File: src/rtl/fft_pkg.sv
// Shared types for the time-multiplexed FFT stage: FSM states and the twiddle ROM generator.
// Twiddles are signed Q2.(w-2) values, rounded to nearest at elaboration time.
package fft_pkg;

    typedef enum logic [1:0] {
        IDLE  = 2'd0,
        ISSUE = 2'd1,
        DRAIN = 2'd2
    } state_t;

    localparam int  TW_INT_BITS = 2;
    localparam real TWO_PI      = 6.283185307179586;

    typedef struct packed {
        logic signed [31:0] re;
        logic signed [31:0] im;
    } tw_t;

    function automatic int tw_frac(input int msb);
        return msb / 2 - TW_INT_BITS;
    endfunction

    function automatic int round_nearest(input real x);
        return (x >= 0.0) ? $rtoi(x + 0.5) : -$rtoi(0.5 - x);
    endfunction

    // W^k = cos(2*pi*k/n) - j*sin(2*pi*k/n), scaled by 2^frac
    function automatic tw_t twiddle(input int k, input int n, input int frac);
        real  ang;
        real  sc;
        tw_t  t;
        ang  = TWO_PI * real'(k) / real'(n);
        sc   = real'(1 << frac);
        t.re = round_nearest($cos(ang) * sc);
        t.im = round_nearest(-$sin(ang) * sc);
        return t;
    endfunction

endpackage

File: src/rtl/bf_pipe.sv
// One radix-2 DIF butterfly, two register stages: D=A+B, E=(A-B)*W. Valid in, valid out, no stall.
// FFT_STAGE_SCALE_EN halves the sum/difference (floor) so the butterfly cannot overflow.
module bf_pipe
    import fft_pkg::*;
#(
    parameter int MSB = 16
) (
    input  logic               clk,
    input  logic               rst_n,
    input  logic               in_vld,
    input  logic [MSB-1:0]     a,
    input  logic [MSB-1:0]     b,
    input  logic [MSB/2-1:0]   tw_re,
    input  logic [MSB/2-1:0]   tw_im,
    output logic               out_vld,
    output logic [MSB-1:0]     d,
    output logic [MSB-1:0]     e
);

    localparam int W  = MSB / 2;
    localparam int F  = tw_frac(MSB);
    localparam int PW = 2 * W + 1;
    localparam logic signed [PW-1:0] RND = PW'((1 << F) >> 1);

    logic signed [W-1:0] a_re, a_im, b_re, b_im;
    logic signed [W-1:0] s_re, s_im, x_re, x_im;
    logic signed [W-1:0] d1_re, d1_im, x1_re, x1_im, w1_re, w1_im;
    logic signed [PW-1:0] p_re, p_im;
    logic signed [W-1:0] e_re, e_im;
    logic                v1;

    assign a_re = a[MSB-1:W];
    assign a_im = a[W-1:0];
    assign b_re = b[MSB-1:W];
    assign b_im = b[W-1:0];

`ifdef FFT_STAGE_SCALE_EN
    assign s_re = W'(($signed({a_re[W-1], a_re}) + $signed({b_re[W-1], b_re})) >>> 1);
    assign s_im = W'(($signed({a_im[W-1], a_im}) + $signed({b_im[W-1], b_im})) >>> 1);
    assign x_re = W'(($signed({a_re[W-1], a_re}) - $signed({b_re[W-1], b_re})) >>> 1);
    assign x_im = W'(($signed({a_im[W-1], a_im}) - $signed({b_im[W-1], b_im})) >>> 1);
`else
    assign s_re = a_re + b_re;
    assign s_im = a_im + b_im;
    assign x_re = a_re - b_re;
    assign x_im = a_im - b_im;
`endif

    function automatic logic signed [PW-1:0] sx(input logic signed [W-1:0] v);
        return {{(PW-W){v[W-1]}}, v};
    endfunction

    // Full-precision complex product, one half-up rounding per component
    assign p_re = sx(x1_re) * sx(w1_re) - sx(x1_im) * sx(w1_im);
    assign p_im = sx(x1_re) * sx(w1_im) + sx(x1_im) * sx(w1_re);
    assign e_re = W'((p_re + RND) >>> F);
    assign e_im = W'((p_im + RND) >>> F);

    always_ff @(posedge clk or negedge rst_n) begin
        if (!rst_n) begin
            v1      <= 1'b0;
            d1_re   <= '0;
            d1_im   <= '0;
            x1_re   <= '0;
            x1_im   <= '0;
            w1_re   <= '0;
            w1_im   <= '0;
            out_vld <= 1'b0;
            d       <= '0;
            e       <= '0;
        end else begin
            v1      <= in_vld;
            d1_re   <= s_re;
            d1_im   <= s_im;
            x1_re   <= x_re;
            x1_im   <= x_im;
            w1_re   <= tw_re;
            w1_im   <= tw_im;
            out_vld <= v1;
            d       <= {d1_re, d1_im};
            e       <= {e_re, e_im};
        end
    end

endmodule

File: src/rtl/fft_stage_tdm.sv
// Radix-2 DIF FFT stage, P bf_pipe lanes over G=N/(2P) groups; done pulses G+3 cycles after start.
// start is ignored while busy; FFT_STAGE_SCALE_EN selects a 1/2 gain per stage.
module fft_stage_tdm
    import fft_pkg::*;
#(
    parameter int N     = 16,
    parameter int MSB   = 16,
    parameter int STAGE = 0,
    parameter int P     = 2
) (
    input  logic             clk,
    input  logic             rst_n,
    input  logic             start,
    input  logic [N*MSB-1:0] data_in,
    output logic [N*MSB-1:0] data_out,
    output logic             busy,
    output logic             done
);

    localparam int G    = N / (2 * P);
    localparam int H    = N >> (STAGE + 1);
    localparam int LOGN = $clog2(N);
    localparam int BW   = LOGN - 1;
    localparam int CW   = $clog2(G) + 1;
    localparam int W    = MSB / 2;

    state_t         state_q, state_d;
    logic [CW-1:0]  cnt_q, cnt_d;
    logic [CW-1:0]  g1, g2;
    logic           issue, capture, finish;
    logic [MSB-1:0] din_q    [N];
    logic [MSB-1:0] bank     [N];
    logic [MSB-1:0] bank_nxt [N];
    logic [W-1:0]   rom_re   [N/2];
    logic [W-1:0]   rom_im   [N/2];
    logic [P-1:0]   lane_vld;
    logic [MSB-1:0] lane_d   [P];
    logic [MSB-1:0] lane_e   [P];

    function automatic logic [LOGN-1:0] top_idx(input logic [CW-1:0] g, input int p);
        int b;
        b = int'(g) * P + p;
        return LOGN'((b / H) * 2 * H + (b % H));
    endfunction

    function automatic logic [LOGN-1:0] bot_idx(input logic [CW-1:0] g, input int p);
        return top_idx(g, p) + LOGN'(H);
    endfunction

    for (genvar b = 0; b < N/2; b++) begin : g_rom
        localparam tw_t TW = twiddle((b % H) << STAGE, N, tw_frac(MSB));
        assign rom_re[b] = W'(TW.re);
        assign rom_im[b] = W'(TW.im);
    end

    always_comb begin
        state_d = state_q;
        cnt_d   = cnt_q;
        issue   = 1'b0;
        capture = 1'b0;
        finish  = 1'b0;
        case (state_q)
            IDLE: begin
                if (start) begin
                    capture = 1'b1;
                    state_d = ISSUE;
                    cnt_d   = '0;
                end
            end
            ISSUE: begin
                issue = 1'b1;
                if (cnt_q == CW'(G - 1)) begin
                    state_d = DRAIN;
                    cnt_d   = '0;
                end else begin
                    cnt_d = cnt_q + CW'(1);
                end
            end
            DRAIN: begin
                // Second drain cycle is when the last group lands in the bank
                if (cnt_q == CW'(1)) begin
                    finish  = 1'b1;
                    state_d = IDLE;
                    cnt_d   = '0;
                end else begin
                    cnt_d = cnt_q + CW'(1);
                end
            end
            default: state_d = IDLE;
        endcase
    end

    always_ff @(posedge clk or negedge rst_n) begin
        if (!rst_n) begin
            state_q <= IDLE;
            cnt_q   <= '0;
            g1      <= '0;
            g2      <= '0;
        end else begin
            state_q <= state_d;
            cnt_q   <= cnt_d;
            g1      <= cnt_q;
            g2      <= g1;
        end
    end

    assign busy = (state_q != IDLE);

    for (genvar p = 0; p < P; p++) begin : g_lane
        logic [LOGN-1:0] ti, bi;
        logic [BW-1:0]   wi;
        assign ti = top_idx(cnt_q, p);
        assign bi = bot_idx(cnt_q, p);
        assign wi = BW'(int'(cnt_q) * P + p);

        bf_pipe #(.MSB(MSB)) u_bf (
            .clk     (clk),
            .rst_n   (rst_n),
            .in_vld  (issue),
            .a       (din_q[ti]),
            .b       (din_q[bi]),
            .tw_re   (rom_re[wi]),
            .tw_im   (rom_im[wi]),
            .out_vld (lane_vld[p]),
            .d       (lane_d[p]),
            .e       (lane_e[p])
        );
    end

    always_comb begin
        bank_nxt = bank;
        for (int p = 0; p < P; p++) begin
            if (lane_vld[p]) begin
                bank_nxt[top_idx(g2, p)] = lane_d[p];
                bank_nxt[bot_idx(g2, p)] = lane_e[p];
            end
        end
    end

    always_ff @(posedge clk or negedge rst_n) begin
        if (!rst_n) begin
            for (int i = 0; i < N; i++) begin
                din_q[i] <= '0;
                bank[i]  <= '0;
            end
            data_out <= '0;
            done     <= 1'b0;
        end else begin
            if (capture) begin
                for (int i = 0; i < N; i++) din_q[i] <= data_in[i*MSB +: MSB];
            end
            bank <= bank_nxt;
            done <= finish;
            if (finish) begin
                for (int i = 0; i < N; i++) data_out[i*MSB +: MSB] <= bank_nxt[i];
            end
        end
    end

endmodule

File: config.mk
export PLATFORM = sky130hd
export DESIGN_NAME = fft_stage_tdm
export DESIGN_NICKNAME = d
export VERILOG_FILES = /design/src/rtl/fft_pkg.sv /design/src/rtl/bf_pipe.sv /design/src/rtl/fft_stage_tdm.sv
export SDC_FILE = /design/constraint.sdc
export NUM_CORES = 2
export LEC_CHECK = 0
export ABC_AREA = 1
export BUFFER_PORTS_ARGS = -buffer_cell sky130_fd_sc_hd__buf_2
export CAP_MARGIN = 20
export CORE_MARGIN = 8
export CORE_UTILIZATION = 60
export DETAILED_ROUTE_END_ITERATION = 8
export PLACE_DENSITY = 0.81
export RECOVER_POWER = 100
export SYNTH_ARGS = -nofsm -noshare
export SYNTH_HDL_FRONTEND = slang
export SYNTH_SLANG_ARGS = --single-unit
File: constraint.sdc
create_clock -name clk -period 10.6 [get_ports clk]
set_input_delay 1.59 -clock clk [delete_from_list [all_inputs] [get_ports clk]]
set_output_delay 1.59 -clock clk [all_outputs]
set_load 0.05 [all_outputs]
======== Yosys cells after proc, flatten, opt, wreduce, memory -nomap -nowiden ========
Memory sizes are Yosys's and may differ from the RTL's. A register that Yosys moved wholly into a read port is not among the register bits.
Cells that the tools add are included.
cells by class
  magnitude comparators ................... 12
  reduce and logical (&&, ||, !) cells .... 15
  multipliers ............................. 8
  eq/ne operators ......................... 7
  bitwise operators ....................... 12
  muxes and demuxes ....................... 39
  $add $sub $neg .......................... 27
operators by type and width
  kind                   count
  $bwmux 256             4
  $mux 256               2
  $bmux 16 s4            4
  $demux 16 s4           4
  $mux 16                12
  $mul 8x8->14           8
  $add 14x7->14 const B  4
  $ge 5x5->1 const B     8
  $not 4->5              8
  $add 8x8->8            4
  $sub 8x8->8            4
  $add 14x14->14         2
  $sub 14x14->14         2
  $lt 5x1->1 const B     4
  $add 4x4->4 const B    4
  $add 3x1->3 const B    3
  $mux 3                 3
  $pmux 3 s3             1
  $add 1x3->4 const A    2
  $add 1x4->4 const A    2
  $not 3->4              2
  $mux 2                 3
  $ne 2x2->1 const B     3
  $pmux 2 s3             1
  other kinds (14)       26
word-level totals
  word-level logic and storage cells ...... 176
  output and inout bits ................... 258
  bits of input ports ..................... 259
  memory bits (read-only) ................. 256
  register bits after elaboration ......... 908
  memories kept ........................... 4
memories
  memory            words  width  read ports  clocked after memory_dff  write ports  RTL line              source
  (name not given)  8      8      1           1                         0            fft_stage_tdm.sv:123  .tw_im (rom_im[wi]),
  (name not given)  8      8      1           1                         0            fft_stage_tdm.sv:122  .tw_re (rom_re[wi]),
  (name not given)  8      8      1           1                         0            fft_stage_tdm.sv:123
  (name not given)  8      8      1           1                         0            fft_stage_tdm.sv:122

======== Longest topological paths before layout ========
  depth after elaboration ................. 12
  depth in mapped cells ................... 30
  mapped depth without buffers ............ 28

======== Hierarchy ========
A second synthesis with hierarchy kept.
second synthesis, totals
  cell total of the unflattened synthesis .. 7,164
  area, all modules ....................... 59,478.3 sq um
modules (own cells, without submodules)
  module                     cells an instance  sequential area each (sq um)  times used  area each (sq um)
  fft_stage_tdm              4,035              19,468.7                      1           33,766.1
  bf_pipe at g_lane[1].u_bf  1,579              2,001.9                       1           12,887.4
  bf_pipe at g_lane[0].u_bf  1,550              2,001.9                       1           12,824.8

======== Worst setup path before layout ========
OpenSTA, ideal clock, no wires.
  path type ............................... reg2reg
  start point ............................. register g_lane[1].u_bf.w1_re[2] (netlist name)
  end point ............................... register g_lane[0].u_bf.e[7]
  data required time ...................... 10.483 ns
  stages on the path, launching flop included .. 24
  slack ................................... 5.419 ns
  buffers on the path ..................... 2
  data arrival time ....................... 5.064 ns
  clock period less this slack ............ 5.181 ns
  cells stage by stage .................... dfrtp_1 buf_2 buf_1 nand2_1 fa_1 inv_1 fa_1 fa_1 fa_1 fa_1 inv_1 fa_1 inv_1 ha_1 nand2_1 nand2_1 inv_1 o21ai_0 nand2_1 o211ai_1 a21oi_1 inv_1 nand3_1 nand2_1
RTL lines
  item                  RTL line       source
  end signal, assigned  bf_pipe.sv:81  e <= {e_re, e_im};
  end, declared         bf_pipe.sv:17  output logic [MSB-1:0] e

==> flow_metrics.py <==
metrics = {
    "setup_path": {
        "most_frequent_cp_cell": "sky130_fd_sc_hd__fa_1",
        "critical_path.startpoint": "g_lane[1].u_bf.w1_re[2]",
        "worstPathMaxFanout": 41,
        "worstSetupEndpointType": "register",
        "regToRegEndpoint": "g_lane[0].u_bf.e[15]",
        "timing.critical_path.slowest_cell_delay_ns": 1.76,
        "worst_ep_required_time_ns": 11.18,
        "ff_to_ff_setup_slack_ns": 2.94,
        "worstRegToRegCells": 20,
        "crit_path_launch_type": "register",
        "criticalPathCategory": "register to register",
        "critical_path.reg2reg.startpoint": "g_lane[1].u_bf.w1_re[2]",
        "cp_data_arrival_time_ns": 8.24,
        "critical-path-slowest-cell": "sky130_fd_sc_hd__clkbuf_1",
        "timing.critical_path.cells": "clkbuf_1, inv_1, or2_2, fa_1, fa_1, fa_1, inv_1, fa_1, fa_1, inv_1, fa_1, inv_1, ha_1, a21oi_1, o21ai_0, a21oi_1, nand2_1, inv_1, nand3_1, nand2_1",
    },
    "synth": {
        "yosysWarningCount": 0,
        "post_synth_edffs": 0,
        "synth_largest_area_cell": "sky130_fd_sc_hd__dfrtp_1",
        "ys_seq_area_share_pct": 43.77,
        "synth_area_leaders": "sky130_fd_sc_hd__dfrtp_1, sky130_fd_sc_hd__fa_1, sky130_fd_sc_hd__mux2_2",
        "ys.flop_type": "sky130_fd_sc_hd__dfrtp_1",
        "syn_nets": 5911,
        "syn-instance-count": 5005,
        "synth_top_area_share_pct": 43.77,
        "synth_register_bits": 914,
        "ys_async_sr_fraction_pct": 100.0,
        "synth.lib_cells_used.distinct": 44,
        "syn_area_per_cell_um2": 10.44,
        "mappedNetlistArea_um2": 52250,
    },
    "floorplanning": {
        "dieWidth_um": 311.1,
        "die_area_um2": 96790,
        "placementRows": 108,
        "floorplan_core_area_um2": 86480,
        "start_util_pct": 60.42,
        "io-pin-count": 517,
        "die_height_um": 311.1,
    },
    "drt": {
        "drc": 0,
        "via_per_inst": 5.463,
        "routedWlPerCell_um": 19.72,
        "detail-route-antenna-nets": 0,
        "detail_route.first_pass.iterations": 6,
        "drtIter0Drc": 2859,
        "detailroute.via_count": 36440,
        "route.final.wire_length_um": 131600,
    },
    "sta": {
        "max_freq_ghz": 0.1305,
        "finalSetupViolCount": 0,
        "number_of_failing_hold_endpoints_at_the_final_stage": 0,
        "slew_violations": 1469,
        "setup-tns-final_ns": 0,
        "timing_worst_slew_pin_value_ns": 4.424,
        "rsz0062_at_grt": "false",
        "period_share_pct": 72.28,
        "slew_headroom_pct": -194.9,
        "timing.clock.skew_ns": 0.03232,
        "period_needed_ns": 7.662,
    },
    "clocking": {
        "cts_resized": 0,
        "clockBufferDepth": 3,
        "numClockSinks": 914,
        "cts_inserted_buffers": 94,
        "htree_levels": 3,
        "clkLatencyLatePin_ns": 0.66,
        "clkSlewWorstSetupHoldPaths_ns": 0.07,
        "postCtsSetupRepairBufs": 0,
        "tritoncts": "yes",
        "holdBufCountCts": 0,
        "clock-root-buffer": "sky130_fd_sc_hd__clkbuf_16",
    },
    "place": {
        "place.detailed.hpwl_um": 97250,
        "gp_congestion": 0.9122,
        "io_buffer_count": 516,
        "placedCellCount": 6494,
    },
    "grt": {
        "globalRouteTotalUtil_pct": 27.07,
        "first_pass_grt_wire_length_um": 210400,
        "initial_antenna_violation_count": 20,
        "grt_remaining_overflow": 0,
        "grt_pass1_vias": 38510,
        "grt_start_max_net_pins": 187,
    },
    "cells_and_area": {
        "nFillCells": 6563,
        "layout.area.seq_um2": 22870,
        "nets": 6342,
        "final_core_util_pct": 67.63,
        "multi_input_logic_area_um2": 25100,
        "areaGrowthSynthToFinish_pct": 11.93,
        "instances_no_fill": 6670,
        "layout_cell_share_with_drive_strength_beyond_1_pct": 17.36,
    },
    "min_path": {
        "hold_path_end": "g_lane[1].u_bf.d[7]",
        "worst_hold_startpoint": "g_lane[1].u_bf.d1_im[7]",
        "min_delay_path_depth": 0,
        "min_path_type": "register to register",
    },
    "outcome": {
        "violations": "max-capacitance violations, max-slew violations",
        "outcome": "complete, but fails checks",
    },
    "job": {
        "max-cap-violations": 21,
    },
}
==> cell families (layout without fill, tap and decap cells) <==
family	after synthesis	count (layout)	synth area share [%]
simple gates	1152	1152	8.690
buf+inv	1093	1601	8.182
flops	914	914	43.77
fa+ha+maj	647	647	20.54
compound gates	586	586	6.104
mux	512	512	11.03
xor+xnor	100	100	1.676
other cells	1	3	0.007177
==> sequential cells by signal, indices dropped and copies added (netlist names), 2 cells and up <==
register,flops
g_lane.u_bf.e,32
g_lane.u_bf.d1_re,15
g_lane.u_bf.w1_im,3
g_lane.u_bf.d,32
data_out,256
g_lane.u_bf.d1_im,15
g2,2
state_q,2
din_q,256
cnt_q,3
g_lane.u_bf.x1_re,15
g_lane.u_bf.w1_re,8
bank,256
g_lane.u_bf.x1_im,15
==> per-stage QoR <==
step                hold slack [ns]  area [um2]  worst slack [ns]
global route                 0.3525       58480             2.578
CTS                          0.3479       58930             4.543
detailed placement           0.3347       55630             4.583
finish                       0.3435       58490             2.938
floorplan                    0.3312       52250             5.419
global placement             0.3323       55630             4.712
==> cell type report <==
cell class | instances | area share [%]
Antenna cell | 2 | 0.008557
Clock buffer | 127 | 4.561
Clock inverter | 46 | 1.078
Inverter | 885 | 5.686
Multi-Input combinational cell | 2998 | 42.91
Sequential cell | 914 | 39.11
Tap cell | 1155 | 2.471
Timing Repair Buffer | 543 | 4.176
==> synth_stat cells, types with 7 or more instances <==
| library cell | n |
|---|---|
| sky130_fd_sc_hd__o31ai_1 | 13 |
| sky130_fd_sc_hd__o21ai_0 | 358 |
| sky130_fd_sc_hd__nand3b_1 | 7 |
| sky130_fd_sc_hd__mux2_2 | 512 |
| sky130_fd_sc_hd__buf_1 | 12 |
| sky130_fd_sc_hd__nor3_1 | 9 |
| sky130_fd_sc_hd__xnor2_1 | 32 |
| sky130_fd_sc_hd__a21oi_1 | 125 |
| sky130_fd_sc_hd__buf_4 | 9 |
| sky130_fd_sc_hd__ha_1 | 296 |
| sky130_fd_sc_hd__o22ai_1 | 33 |
| sky130_fd_sc_hd__nand4_1 | 11 |
| sky130_fd_sc_hd__nand3_1 | 64 |
| sky130_fd_sc_hd__or2_2 | 15 |
| sky130_fd_sc_hd__nand2_1 | 868 |
| sky130_fd_sc_hd__fa_1 | 351 |
| sky130_fd_sc_hd__a32oi_1 | 32 |
| sky130_fd_sc_hd__nor2_1 | 168 |
| sky130_fd_sc_hd__buf_2 | 104 |
| sky130_fd_sc_hd__xor2_1 | 68 |
| sky130_fd_sc_hd__inv_1 | 884 |
| sky130_fd_sc_hd__clkbuf_1 | 81 |
| sky130_fd_sc_hd__dfrtp_1 | 914 |
==> cells in the final DEF, fill, tap and decap left out, drive strengths merged, types with 2 or more instances in the layout <==
master	Yosys	layout
buf	126	267
o211ai	3	3
or2	15	15
nor4	5	5
o22ai	33	33
o31ai	13	13
mux2	512	512
a31oi	4	4
xor2	68	68
ha	296	296
nand3	64	64
nand4	11	11
clkinv	0	19
clkbuf	82	403
a21o	4	4
nor3	10	10
xnor2	32	32
inv	885	893
fa	351	351
diode	0	2
nand3b	7	7
dfrtp	914	914
bufinv	0	11
clkinvlp	0	8
nor2	169	169
nand2	871	871
o21ai	361	361
a21oi	125	125
o21bai	5	5
a32oi	32	32
==> routing by layer <==
layer / vias up / global-route usage (%) / wire length [um]
li1: 16640 / - / -
met1: 18110 / 37.16 / 56020
met5: - / 0 / 123
met4: 20 / 8.986 / 4182
met3: 248 / 6.891 / 11420
met2: 1426 / 42.26 / 59810
==> worst max path at each step <==
stage	end	cells after the start
after floorplan	g_lane[0].u_bf.e[7]	23
after global placement	g_lane[0].u_bf.e[7]	21
after detailed placement	g_lane[0].u_bf.e[7]	21
after CTS	g_lane[0].u_bf.e[7]	21
after global routing	g_lane[1].u_bf.x1_im[6]	13
final	g_lane[0].u_bf.e[15]	20
==> worst max-delay path, delay by kind of cell (launching register included) <==
family | cells | cell delay (ns)
adder cells (fa/ha/maj) | 7 | 3.22
buffers and inverters | 6 | 2.75
AND/OR/NAND/NOR | 4 | 0.78
AO/OA/AOI/OAI | 3 | 0.49
flip-flops | 1 | 0.32
Power is not shown: default switching activity piles up to over one toggle a cycle in this logic, so the estimate is an artifact.
